==> src/rtl/rram_tx_arbiter.sv <==
// Round-robin arbiter that shares one UART byte transmitter between N_REQ capture
// controllers, sending each granted word MSB byte first. Define RRAM_TX_TAG_EN to prefix each frame with an ASCII id byte.
module rram_tx_arbiter #(
  parameter int N_REQ   = 4,
  parameter int WORD_W  = 64,
  parameter int BUSY_TO = 15,
  localparam int IDW    = (N_REQ > 1) ? $clog2(N_REQ) : 1
) (
  input  logic                    clk,
  input  logic                    rst,
  input  logic [N_REQ-1:0]        req_valid,
  input  logic [N_REQ*WORD_W-1:0] req_word,
  output logic [N_REQ-1:0]        req_ack,
  output logic [7:0]              uart_byte,
  output logic                    uart_start,
  input  logic                    uart_busy,
  output logic [IDW-1:0]          grant_id,
  output logic                    busy
);

  localparam int BYTES = WORD_W / 8;
`ifdef RRAM_TX_TAG_EN
  localparam int FRAME_B = BYTES + 1;
`else
  localparam int FRAME_B = BYTES;
`endif
  localparam int CNT_W = $clog2(FRAME_B + 1);
  localparam int TO_W  = $clog2(BUSY_TO + 1);

  typedef enum logic [2:0] {
    S_IDLE, S_LOAD, S_WAIT_BUSY, S_WAIT_DONE, S_NEXT, S_ACK
  } state_e;

  state_e             state_q;
  logic [IDW-1:0]     ptr_q, grant_q;
  logic [CNT_W-1:0]   cnt_q;
  logic [TO_W-1:0]    to_q;
  logic [WORD_W-1:0]  shadow_q;
  logic [7:0]         uart_byte_q;
  logic               uart_start_q, busy_q;
  logic [N_REQ-1:0]   req_ack_q;
`ifdef RRAM_TX_TAG_EN
  logic               tag_q;
`endif

  logic [IDW-1:0]     grant_d, cand;
  logic               grant_vld_d;
  logic [WORD_W-1:0]  req_arr [N_REQ];
  logic [WORD_W-1:0]  shadow_shift;

  always_comb begin
    for (int i = 0; i < N_REQ; i++) req_arr[i] = req_word[i*WORD_W +: WORD_W];
  end

  assign shadow_shift = shadow_q << 8;

  // Scan from farthest to nearest so the first set bit after ptr_q wins last.
  always_comb begin
    // NOTE: every combinational output gets a default first, or a latch is inferred.
    grant_vld_d = 1'b0;
    grant_d     = '0;
    cand        = '0;
    for (int k = N_REQ; k >= 1; k--) begin
      cand = IDW'((int'(ptr_q) + k) % N_REQ);
      if (req_valid[cand]) begin
        grant_vld_d = 1'b1;
        grant_d     = cand;
      end
    end
  end

  // NOTE: sequential state uses non-blocking assignments only, so every register sees pre-edge values.
  always_ff @(posedge clk) begin
    if (rst) begin
      state_q      <= S_IDLE;
      ptr_q        <= IDW'(N_REQ - 1);
      grant_q      <= '0;
      cnt_q        <= '0;
      to_q         <= '0;
      shadow_q     <= '0;
      uart_byte_q  <= 8'h00;
      uart_start_q <= 1'b0;
      busy_q       <= 1'b0;
      req_ack_q    <= '0;
`ifdef RRAM_TX_TAG_EN
      tag_q        <= 1'b0;
`endif
    end else begin
      uart_start_q <= 1'b0;
      req_ack_q    <= '0;
      case (state_q)
        S_IDLE: begin
          if (grant_vld_d && !uart_busy) begin
            shadow_q     <= req_arr[grant_d];
            grant_q      <= grant_d;
            busy_q       <= 1'b1;
            cnt_q        <= CNT_W'(FRAME_B - 1);
            uart_start_q <= 1'b1;
`ifdef RRAM_TX_TAG_EN
            tag_q        <= 1'b1;
            uart_byte_q  <= 8'h30 + 8'(grant_d);
`else
            uart_byte_q  <= req_arr[grant_d][WORD_W-1 -: 8];
`endif
            state_q      <= S_LOAD;
          end
        end
        S_LOAD: begin
          to_q    <= '0;
          state_q <= S_WAIT_BUSY;
        end
        S_WAIT_BUSY: begin
          // A transmitter that never raises busy is assumed to have taken the byte.
          if (uart_busy)                   state_q <= S_WAIT_DONE;
          else if (to_q == TO_W'(BUSY_TO)) state_q <= S_NEXT;
          else                             to_q    <= to_q + TO_W'(1);
        end
        S_WAIT_DONE: begin
          if (!uart_busy) state_q <= S_NEXT;
        end
        S_NEXT: begin
          if (cnt_q == '0) begin
            req_ack_q <= N_REQ'(1) << grant_q;
            state_q   <= S_ACK;
          end else begin
            cnt_q        <= cnt_q - CNT_W'(1);
            uart_start_q <= 1'b1;
            state_q      <= S_LOAD;
`ifdef RRAM_TX_TAG_EN
            if (tag_q) begin
              tag_q       <= 1'b0;
              uart_byte_q <= shadow_q[WORD_W-1 -: 8];
            end else begin
              shadow_q    <= shadow_shift;
              uart_byte_q <= shadow_shift[WORD_W-1 -: 8];
            end
`else
            shadow_q    <= shadow_shift;
            uart_byte_q <= shadow_shift[WORD_W-1 -: 8];
`endif
          end
        end
        S_ACK: begin
          ptr_q   <= grant_q;
          busy_q  <= 1'b0;
          state_q <= S_IDLE;
        end
        default: state_q <= S_IDLE;
      endcase
    end
  end

  assign req_ack    = req_ack_q;
  assign uart_byte  = uart_byte_q;
  assign uart_start = uart_start_q;
  assign grant_id   = grant_q;
  assign busy       = busy_q;

endmodule
==> config.mk <==
export PLATFORM = sky130hd
export DESIGN_NAME = rram_tx_arbiter
export DESIGN_NICKNAME = d
export VERILOG_FILES = /design/src/rtl/rram_tx_arbiter.sv
export SDC_FILE = /design/constraint.sdc
export NUM_CORES = 1
export LEC_CHECK = 0
export CORE_MARGIN = 2
export CORE_UTILIZATION = 38
export CTS_CLUSTER_DIAMETER = 120
export DETAILED_ROUTE_END_ITERATION = 8
export GPL_ROUTABILITY_DRIVEN = 0
export PLACE_DENSITY = 0.75
export SETUP_SLACK_MARGIN = 0.15
export SLEW_MARGIN = 20
export SYNTH_ARGS = -nofsm -noshare
export SYNTH_HDL_FRONTEND = slang
export SYNTH_SLANG_ARGS = --single-unit
==> constraint.sdc <==
create_clock -name clk -period 2.1 [get_ports clk]
set_input_delay 0.63 -clock clk [delete_from_list [all_inputs] [get_ports clk]]
set_output_delay 0.63 -clock clk [all_outputs]
set_load 0.03 [all_outputs]
* Word level (Yosys, flattened, before mapping)
Index checks and enable logic that the tools add are counted.
** Cells by class
- Bitwise logic cells :: 3
- Div/mod/pow operators :: 0
- Muxes and demuxes :: 42
- Reductions and logical operators :: 13
- Add/subtract/negate cells :: 6
- Equal/unequal tests :: 12
- Order comparisons :: 5
- Shift operators :: 1
- $mul :: 0
** Operators by type and width (number)
- $bmux W64 S2 :: 1
- $mux W64 :: 2
- $mux W56 :: 2
- $pmux W56 S2 :: 1
- $mux W4 :: 4
- $mux W8 :: 2
- $pmux W4 S2 :: 2
- $pmux W8 S2 :: 1
- $mux W3 :: 5
- $pmux W3 S5 :: 1
- $lt A2 B3 Y1 const B :: 4
- $mux W1 :: 11
- $ne A2 B2 Y1 const B :: 5
- $reduce_and A3 Y1 :: 3
- $bmux W1 S2 :: 4
- $mux W2 :: 4
- $eq A3 B2 Y1 const B :: 2
- $eq A3 B3 Y1 const B :: 2
- $reduce_bool A2 Y1 :: 3
- $add A2 B1 Y2 const B :: 2
- $add A2 B2 Y2 const B :: 2
- $add A4 B1 Y4 const B :: 1
- $eq A4 B4 Y1 const B :: 1
- $logic_not A4 Y1 :: 1
- other kinds (13) :: 16
** Word-level totals
- Input bits :: 263
- Memory bits (writable) :: 0
- Memories kept :: 0
- Bits in registers :: 85
- Logic and storage cells :: 92
- ROM bits :: 0
- Latch bits :: 0

* Longest topological paths before layout
Gate-level depths: netlist (run 1).
- Depth after elaboration :: 13
- Depth in mapped cells :: 10
- Gate-level depth less buffers :: 7

* Least setup slack after synthesis (run 1)
Ideal clock, no wire load.
- Path type :: input to register
- Start :: input req_valid[0]
- End :: register uart_byte_q[7] (netlist: uart_byte[7])
- Path buffers :: 2
- Arrival time :: 2.156 ns
- Stages :: 7
- Data required time :: 2.040 ns
- Slack :: -0.117 ns
- Cells stage by stage :: nor4_1 > or2_1 > buf_2 > clkbuf_1 > a31oi_1 > a211oi_1 > o221a_1
** Between the ends
- Longest elaborated chain between the ends :: 12
** Ends and longest elaborated chain
- start: declaration :: line 11 : input logic [N_REQ-1:0] req_valid,
- $bmux W1 S2 :: line 65 : if (req_valid[cand]) begin
- $mux W1 (implied by the code) :: line 65
- $mux W2 (4 in series) :: line 65
- $not A2 Y3 (implied by the code) :: line 103 : uart_byte_q <= req_arr[grant_d][WORD_W-1 -: 8];
- $bmux W64 S2 :: line 103
- $mux W64 (implied by the code) (2 in series) :: line 103
- $mux W8 :: line 93 : if (grant_vld_d && !uart_busy) begin
- $pmux W8 S2 :: line 91 : case (state_q)
- end signal: assignment :: line 103
- end signal: assignment :: line 139 : uart_byte_q <= shadow_shift[WORD_W-1 -: 8];
- end: declaration :: line 39 : logic [7:0] uart_byte_q;
Parallel ways exist; a longest one is shown, timed or not. The select of a mux whose other input is x is not followed.
A chain may end at the register's enable or synchronous reset.

* Final worst setup path (run 1)
- Start :: input uart_busy
- End :: register shadow_q[12]
** Between the ends
- Longest elaborated chain between the ends :: 4
** Ends and longest elaborated chain
- start: declaration :: line 16 : input logic uart_busy,
- $logic_not A1 Y1
- $logic_and A1 B1 Y1 :: line 93
- $ne A2 B2 Y1 (no line)
- $reduce_and A3 Y1 (no line)
- end signal: assignment :: line 94 : shadow_q <= req_arr[grant_d];
- end signal: assignment :: line 138 : shadow_q <= shadow_shift;
- end: declaration :: line 38 : logic [WORD_W-1:0] shadow_q;
No other way between the ends.

==> summary.md, run 1 <==
| Metric | Value |
|---|---|
| Antenna violations before repair | 0 |
| First-pass GRT wire length | 39360 um |
| Hold WS | 0.4931 ns |
| Post-synth net total | between 1000 and 1500 |
| Highest-count cells in the layout ignoring fill and taps | 257 x clkdlybuf4s50_1, 121 x o21ai_0, 84 x dfxtp_1 |
| Crit path DAT | approximately 2.4 ns |
| Htree depth | 3 |
| Syn Inst Count | around 780 |
| Seq cells post-synth | 85 |
| EDFF count, synth | 0 |
| Final ANT Viol Nets | 0 |
| CP startpoint kind | input port |
| FILL cells | between 1000 and 1500 |
| Largest net degree at the start of global routing | slightly above 50 |
| CP endpoint kind | flop |
| DRC Markers | 0 |
| Port buffer count | 278 |
| CTS clk-pin slew, worst paths | 0.06 ns |
| Crit share post-route | 1.011 |
| Final wirelength | 25850 um |
| Total gr overflow | 0 |
| Clock skew | about 0.0082 ns |
| GRT Total Usage | 0.3050 |
| CTS tree | done |
| Post-synthesis average cell area | about 7.5 sq um |
| Area Overhead vs Synth | 77.26% |
| Commonest non-fill, non-tap cell in the layout | clkdlybuf4s50_1 |
| Final Hold Viols | 0 |
| Post-DP HPWL | about 18000 um |
| Inst Count DP | around 1200 |
| PnR worst setup slack | -0.02252 ns |
| Seq/Total Area, Yosys | 0.2935 |
| Share of cells above drive strength 1 | 0.1827 |
| Slew margin rel. | 0.7494 |
| # hold bufs at CTS | 0 |
| Yosys top cell area share | 0.2935 |
| Leading area contributor after synthesis | dfxtp_1 |
| CP required | roughly 2.3 ns |
| Io pins | 279 |
| Tmin final | ~2.1 ns |
| Total core area | between 15000 and 20000 sq um |
| Failing checks | setup timing |
| Layout net count | about 1300 |
| DR WL/cell | a little over 20 um |
| Number of global-route vias before repair | 7504 |
| Met2 Wirelength | between 10000 and 15000 um |
| Clock sink count | between 80 and 90 |
| Ranking of synthesized cells by area | dfxtp_1 29%, o21ai_0 11%, o221a_1 7.6%, a211oi_1 7.3%, a21oi_1 6.3% |
| Design area | about 10000 sq um |
| Maximum vdd drop | 0.0004386 V |
| Routed wl met3 | 2141 um |
| Setup crit start | uart_busy |
| Final setup fails | 9 |
| First-pass DRT Iterations | 5 |
| HP Class | reg2reg |
| Via count | 7750 |
| Worst-margin pin slew | roughly 0.37 ns |
| Drt via density | between 6 and 7 |
| Fin cells | 1272 |
| Clock root buffer | clkbuf_16 |
| Fmax | between 0.4 and 0.5 GHz |
| Commonest register cell after synthesis | dfxtp_1 |
| N_diodes | 0 |
| Initial core utilization | 0.3857 |
| Cell variety after synth | 48 |
| Post-synth ARST share | 0 |
| Multi-input gate area | about 4000 sq um |
| Hold Crit Start | shadow_q[6] |
| Clk_lat worst skew | 0.35 ns |
| Row Count | 45 |
| Power per Cell Area | 548.2 nW/um^2 |
| Slew Viols, Final | 0 |
| Top layer reached by signal wires | met4 |
| Die span in x | 127.5 um |
| Worst-path maximum fanout | 13 |
| Die Height | approximately 130 um |
| Yosys Warn Count | 0 |
| Worst setup path class | in2reg |
| Worst hold path depth | 1 |
| Metal-1 WL | about 11000 um |
| DRT iter0 DRCs | about 640 |
| Mapped Area | ~5800 sq um |
| Worst reg2reg path depth | 7 |
| Max cap viols | 0 |
| Die area | 16260 sq um |
| Area after DPL | ~9500 sq um |
| RR Startpoint | state_q[1] |
| RSZ-0062 raised after global routing | yes |
| Status | finished with violations |
| Clock buffer depth | 2 |
| Storage element area | 1703 sq um |
| Cts bufs inserted | 9 |
| P_leak | between 3 and 4 nW |
==> registers in the layout, indices dropped and copies added (netlist names) <==
name,cells
busy,1
cnt_q,4
grant_id,2
ptr_q,2
req_ack,4
shadow_q,56
state_q,3
to_q,4
uart_byte,8
uart_start,1
==> power by group <==
| group | internal (mW) | leakage (nW) | switching [mW] | total [mW] |
|---|---|---|---|---|
| clock network | 0.958 | 0.138 | 0.648 | 1.61 |
| registers | 1.79 | 0.699 | 0.121 | 1.91 |
| logic | 1.18 | 3.08 | 0.934 | 2.12 |
==> critical path: stages <==
cell and delay, ns:
buf_6 0.09, or4_4 0.48, or2_4 0.28, buf_4 0.14, buf_4 0.18, a31oi_1 0.20
a211oi_1 0.10, o221a_2 0.24
==> metal layers <==
metal | global-route usage | vias up
met4 | 0.1034 | 0
met2 | 0.5124 | 436
met1 | 0.3921 | 3633
met3 | 0.05905 | 57
met5 | 0 | -
li1 | - | 3624
==> worst paths after layout <==
check / to / slack [ns]
worst min-delay path: shadow_q[6] / 0.49
worst max register to register: shadow_q[12] / -0.01
worst max-delay path: shadow_q[12] / -0.02
worst min register to register: shadow_q[6] / 0.49
==> what timing repair did <==
item,in CTS,in global routing
setup buffers,8,2
endpoints found under the setup margin,85,66
pin swaps,21,24
resized for setup,72,26
cloned,3,2
==> area by class of cell <==
type | instances | area share
Clock buffer | 15 | 0.02508
Clock inverter | 1 | 0.002922
Inverter | 7 | 0.002557
Multi-Input combinational cell | 593 | 0.3882
Sequential cell | 85 | 0.1657
Tap cell | 188 | 0.02289
Timing Repair Buffer | 383 | 0.3926
==> stage by stage <==
| step | worst slack (ns) | utilization | TNS (ns) | power, mW |
|---|---|---|---|---|
| after floorplan | -0.06330 | - | -2.757 | 2.819 |
| after global placement | -0.6981 | 0.6315 | -42.46 | 3.846 |
| after detailed placement | -0.7419 | 0.6315 | -44.90 | 3.870 |
| after CTS | -0.004123 | 0.6748 | -0.01276 | 5.583 |
| after global routing | -0.05425 | 0.6836 | -0.7107 | 5.891 |
| final | -0.02252 | 0.6836 | -0.07541 | 5.634 |
==> synth_stat cells (3+ instances only) <==
master	count
nor3b_1	4
o21ai_0	122
nand2b_1	4
clkbuf_1	71
buf_6	6
o221a_2	16
buf_2	16
dfxtp_1	85
xor2_1	3
a211oi_1	56
o21a_1	3
mux2_2	8
mux2i_1	3
o221a_1	39
and3_1	4
inv_1	7
nand3_1	67
and2_1	4
a21oi_1	73
nor3_1	6
a221o_1	8
a31oi_1	56
nor2_1	70
nand2_1	13
o22ai_1	3
or3_1	3
==> logic make-up after synthesis <==
group / synth area share
compound gates: 0.4484
simple gates: 0.1519
buf+inv: 0.07661
flops: 0.2935
mux: 0.02072
xor+xnor: 0.004533
fa+ha+maj: 0.004315
Power figures use the tool's default switching activity.
==> run 2: changes to the inputs <==
--- a/config.mk
+++ b/config.mk
@@ -6,11 +6,11 @@
 export NUM_CORES = 1
 export LEC_CHECK = 0
 export CORE_MARGIN = 2
-export CORE_UTILIZATION = 38
+export CORE_UTILIZATION = 45
 export CTS_CLUSTER_DIAMETER = 120
 export DETAILED_ROUTE_END_ITERATION = 8
 export GPL_ROUTABILITY_DRIVEN = 0
-export PLACE_DENSITY = 0.75
+export PLACE_DENSITY = 0.83
 export SETUP_SLACK_MARGIN = 0.15
 export SLEW_MARGIN = 20
 export SYNTH_ARGS = -nofsm -noshare
==> constraint.sdc (replaced) <==
create_clock -name clk -period 2.66 [get_ports clk]
set_input_delay 0.798 -clock clk [delete_from_list [all_inputs] [get_ports clk]]
set_output_delay 0.798 -clock clk [all_outputs]
set_load 0.03 [all_outputs]
==> summary.md, run 2 (synthesis gave the netlist of run 1 again) <==
| Metric | Value |
|---|---|
| Antenna violations before repair | 1 (+1) |
| CP cell instances | dlymetal6s2s_1, or4_4, or2_4, a21oi_4, buf_12, clkbuf_16, a211oi_1, o221a_2 |
| CP endpoint kind | flop |
| Share of cells above drive strength 1 | 0.1388 (-0.04385) |
| RSZ-0062 raised after global routing | no |
| CP required | 2.89 ns (+0.55 ns) |
| Power per Cell Area | 449.1 nW/um^2 (-18%) |
| Via count | 7737 (-0.17%) |
| Reg with most FFs | shadow_q |
| Io pins | 279 (unchanged) |
| CP startpoint kind | input port |
| DRT iter0 DRCs | 867 (+35%) |
| CTS tree | done |
| Clock skew | 0.005244 ns (-0.002914 ns) |
| Tmin final | between 2 and 2.5 ns |
| Clock buffer depth | 2 (unchanged) |
| Maximum vdd drop | 0.0003440 V (-22%) |
| DR WL/cell | 20.86 um (+2.6%) |
| Largest register FFs | 56 (unchanged) |
| First-pass DRT Iterations | 5 (unchanged) |
| First-pass GRT wire length | 39210 um (-0.40%) |
| Initial core utilization | 0.4594 (+0.07376) |
| Fmax | around 0.42 GHz |
| Highest-count cells in the layout ignoring fill and taps | 273 x clkdlybuf4s50_1, 119 x o21ai_0, 85 x dfxtp_1 |
| Clock root buffer | clkbuf_16 |
| Die span in x | 117.5 um (-7.9%) |
| HP Class | reg2reg |
| Final ANT Viol Nets | 0 (unchanged) |
| CTS clk-pin slew, worst paths | 0.06 ns (about the same) |
| Power Total | 4.461 mW (-21%) |
| Setup TNS | 0 ns (+0.07541 ns) |
| GRT Total Usage | 0.3491 (+0.04413) |
| Top delay family on crit path | simple AND/OR/NAND/NOR gates |
| Fin util | 0.7871 (+0.1035) |
| Crit path buf inv count | 3 (unchanged) |
| Cts bufs inserted | 9 (unchanged) |
| Port buffer count | 278 (unchanged) |
| Commonest non-fill, non-tap cell in the layout | clkdlybuf4s50_1 |
| Slowest library cell on the worst path | or4_4 |
| Worst setup path class | in2reg |
| Worst-margin pin slew | 0.5289 ns (+0.1570 ns) |
| Htree depth | 3 (unchanged) |
| Total core area | 12620 sq um (-16%) |
| P_leak | 3.757 nW (-4.2%) |
| Clock sink count | 85 (unchanged) |
| Final Hold Viols | 0 (unchanged) |
| Number of global-route vias before repair | 7415 (-1.2%) |
| Longest individual stage delay on the worst path | 0.52 ns (+0.04 ns) |
| Final setup fails | 0 (-9) |
| Clk_lat worst skew | 0.33 ns (-0.02 ns) |
| Total gr overflow | 0 (unchanged) |
| Layout net count | 1320 (-1.8%) |
| Status | completed |
| Area Overhead vs Synth | 71.32% |
| DRC Markers | 0 (unchanged) |
| Die Height | 117.5 um (-7.9%) |
| Slew margin rel. | 0.6461 (-0.1033) |
| Final wirelength | 25700 um (-0.61%) |
| Crit share post-route | 0.8968 |
| Post-DP HPWL | 17600 um (-4.4%) |
| Worst-path maximum fanout | 7 (-6) |
| Slew Viols, Final | 0 (unchanged) |
| Row Count | 41 (-8.9%) |
| Largest net degree at the start of global routing | 42 (-18%) |
| Max cap viols | 0 (unchanged) |
| Drt via density | 6.280 (+3.1%) |
| Die area | 13810 sq um (-15%) |
| Crit path DAT | 2.61 ns (+0.25 ns) |
==> run 2: cell count changes in the layout (fill, tap and decap cells not counted), sizes merged, moves of 5 or more <==
cell / delta
buf: -31
dlygate4sd2: -16
clkdlybuf4s50: +16
dlymetal6s2s: +5
==> run 2: metrics by stage <==
stage	instance area (sq um)	hold slack, ns	std cells	worst slack, ns
final	9933	0.4951	1232	0.2746
after global placement	9213	0.4753	1205	-0.3209
after floorplan	5798	0.4557	778	0.2753
after CTS	9757	0.4925	1226	0.1314
after detailed placement	9213	0.4765	1205	-0.4088
after global routing	9933	0.5006	1232	0.2549
==> run 2: per-layer routing <==
metal | GRT usage | share of wire
met1 | 0.4374 | 0.39
met2 | 0.5844 | 0.48
met3 | 0.08721 | 0.098
met4 | 0.1220 | 0.030
met5 | 0 | 0
==> run 2: worst paths after layout <==
path                            cells past startpoint            to  slack, ns         from
worst max-delay path                                8  shadow_q[10]       0.27    uart_busy
worst min-delay path                                1   shadow_q[2]       0.50  shadow_q[2]
worst max register to register                      8  shadow_q[31]       0.39     cnt_q[0]
worst min register to register                      1   shadow_q[2]       0.50  shadow_q[2]
==> run 2: area by class of cell <==
class                   instances  area, sq um
repair buffers                360         3871
inverters                       7        26.28
diodes                          1        2.502
flip-flops and latches         85         1702
multi-input cells             592         3801
clock inverters                 4        72.57
well taps                     172        215.2
clock buffers                  11        242.7
fillers                       915         2686
==> run 2: power breakdown <==
group          leakage, nW  internal, mW  switching (mW)
clock                0.152         0.842           0.506
sequential           0.700          1.41          0.0983
combinational         2.91         0.895           0.706
==> run 2: what timing repair did <==
| item | CTS | global route |
|---|---|---|
| gates cloned | 4 | 5 |
| hold buffers | 0 | 0 |
| endpoints found under the hold margin | 0 | 0 |
| setup endpoints to repair | 63 | 62 |
| pin swaps | 2 | 6 |
| gates resized for setup | 16 | 16 |
| setup buffers | 2 | 0 |
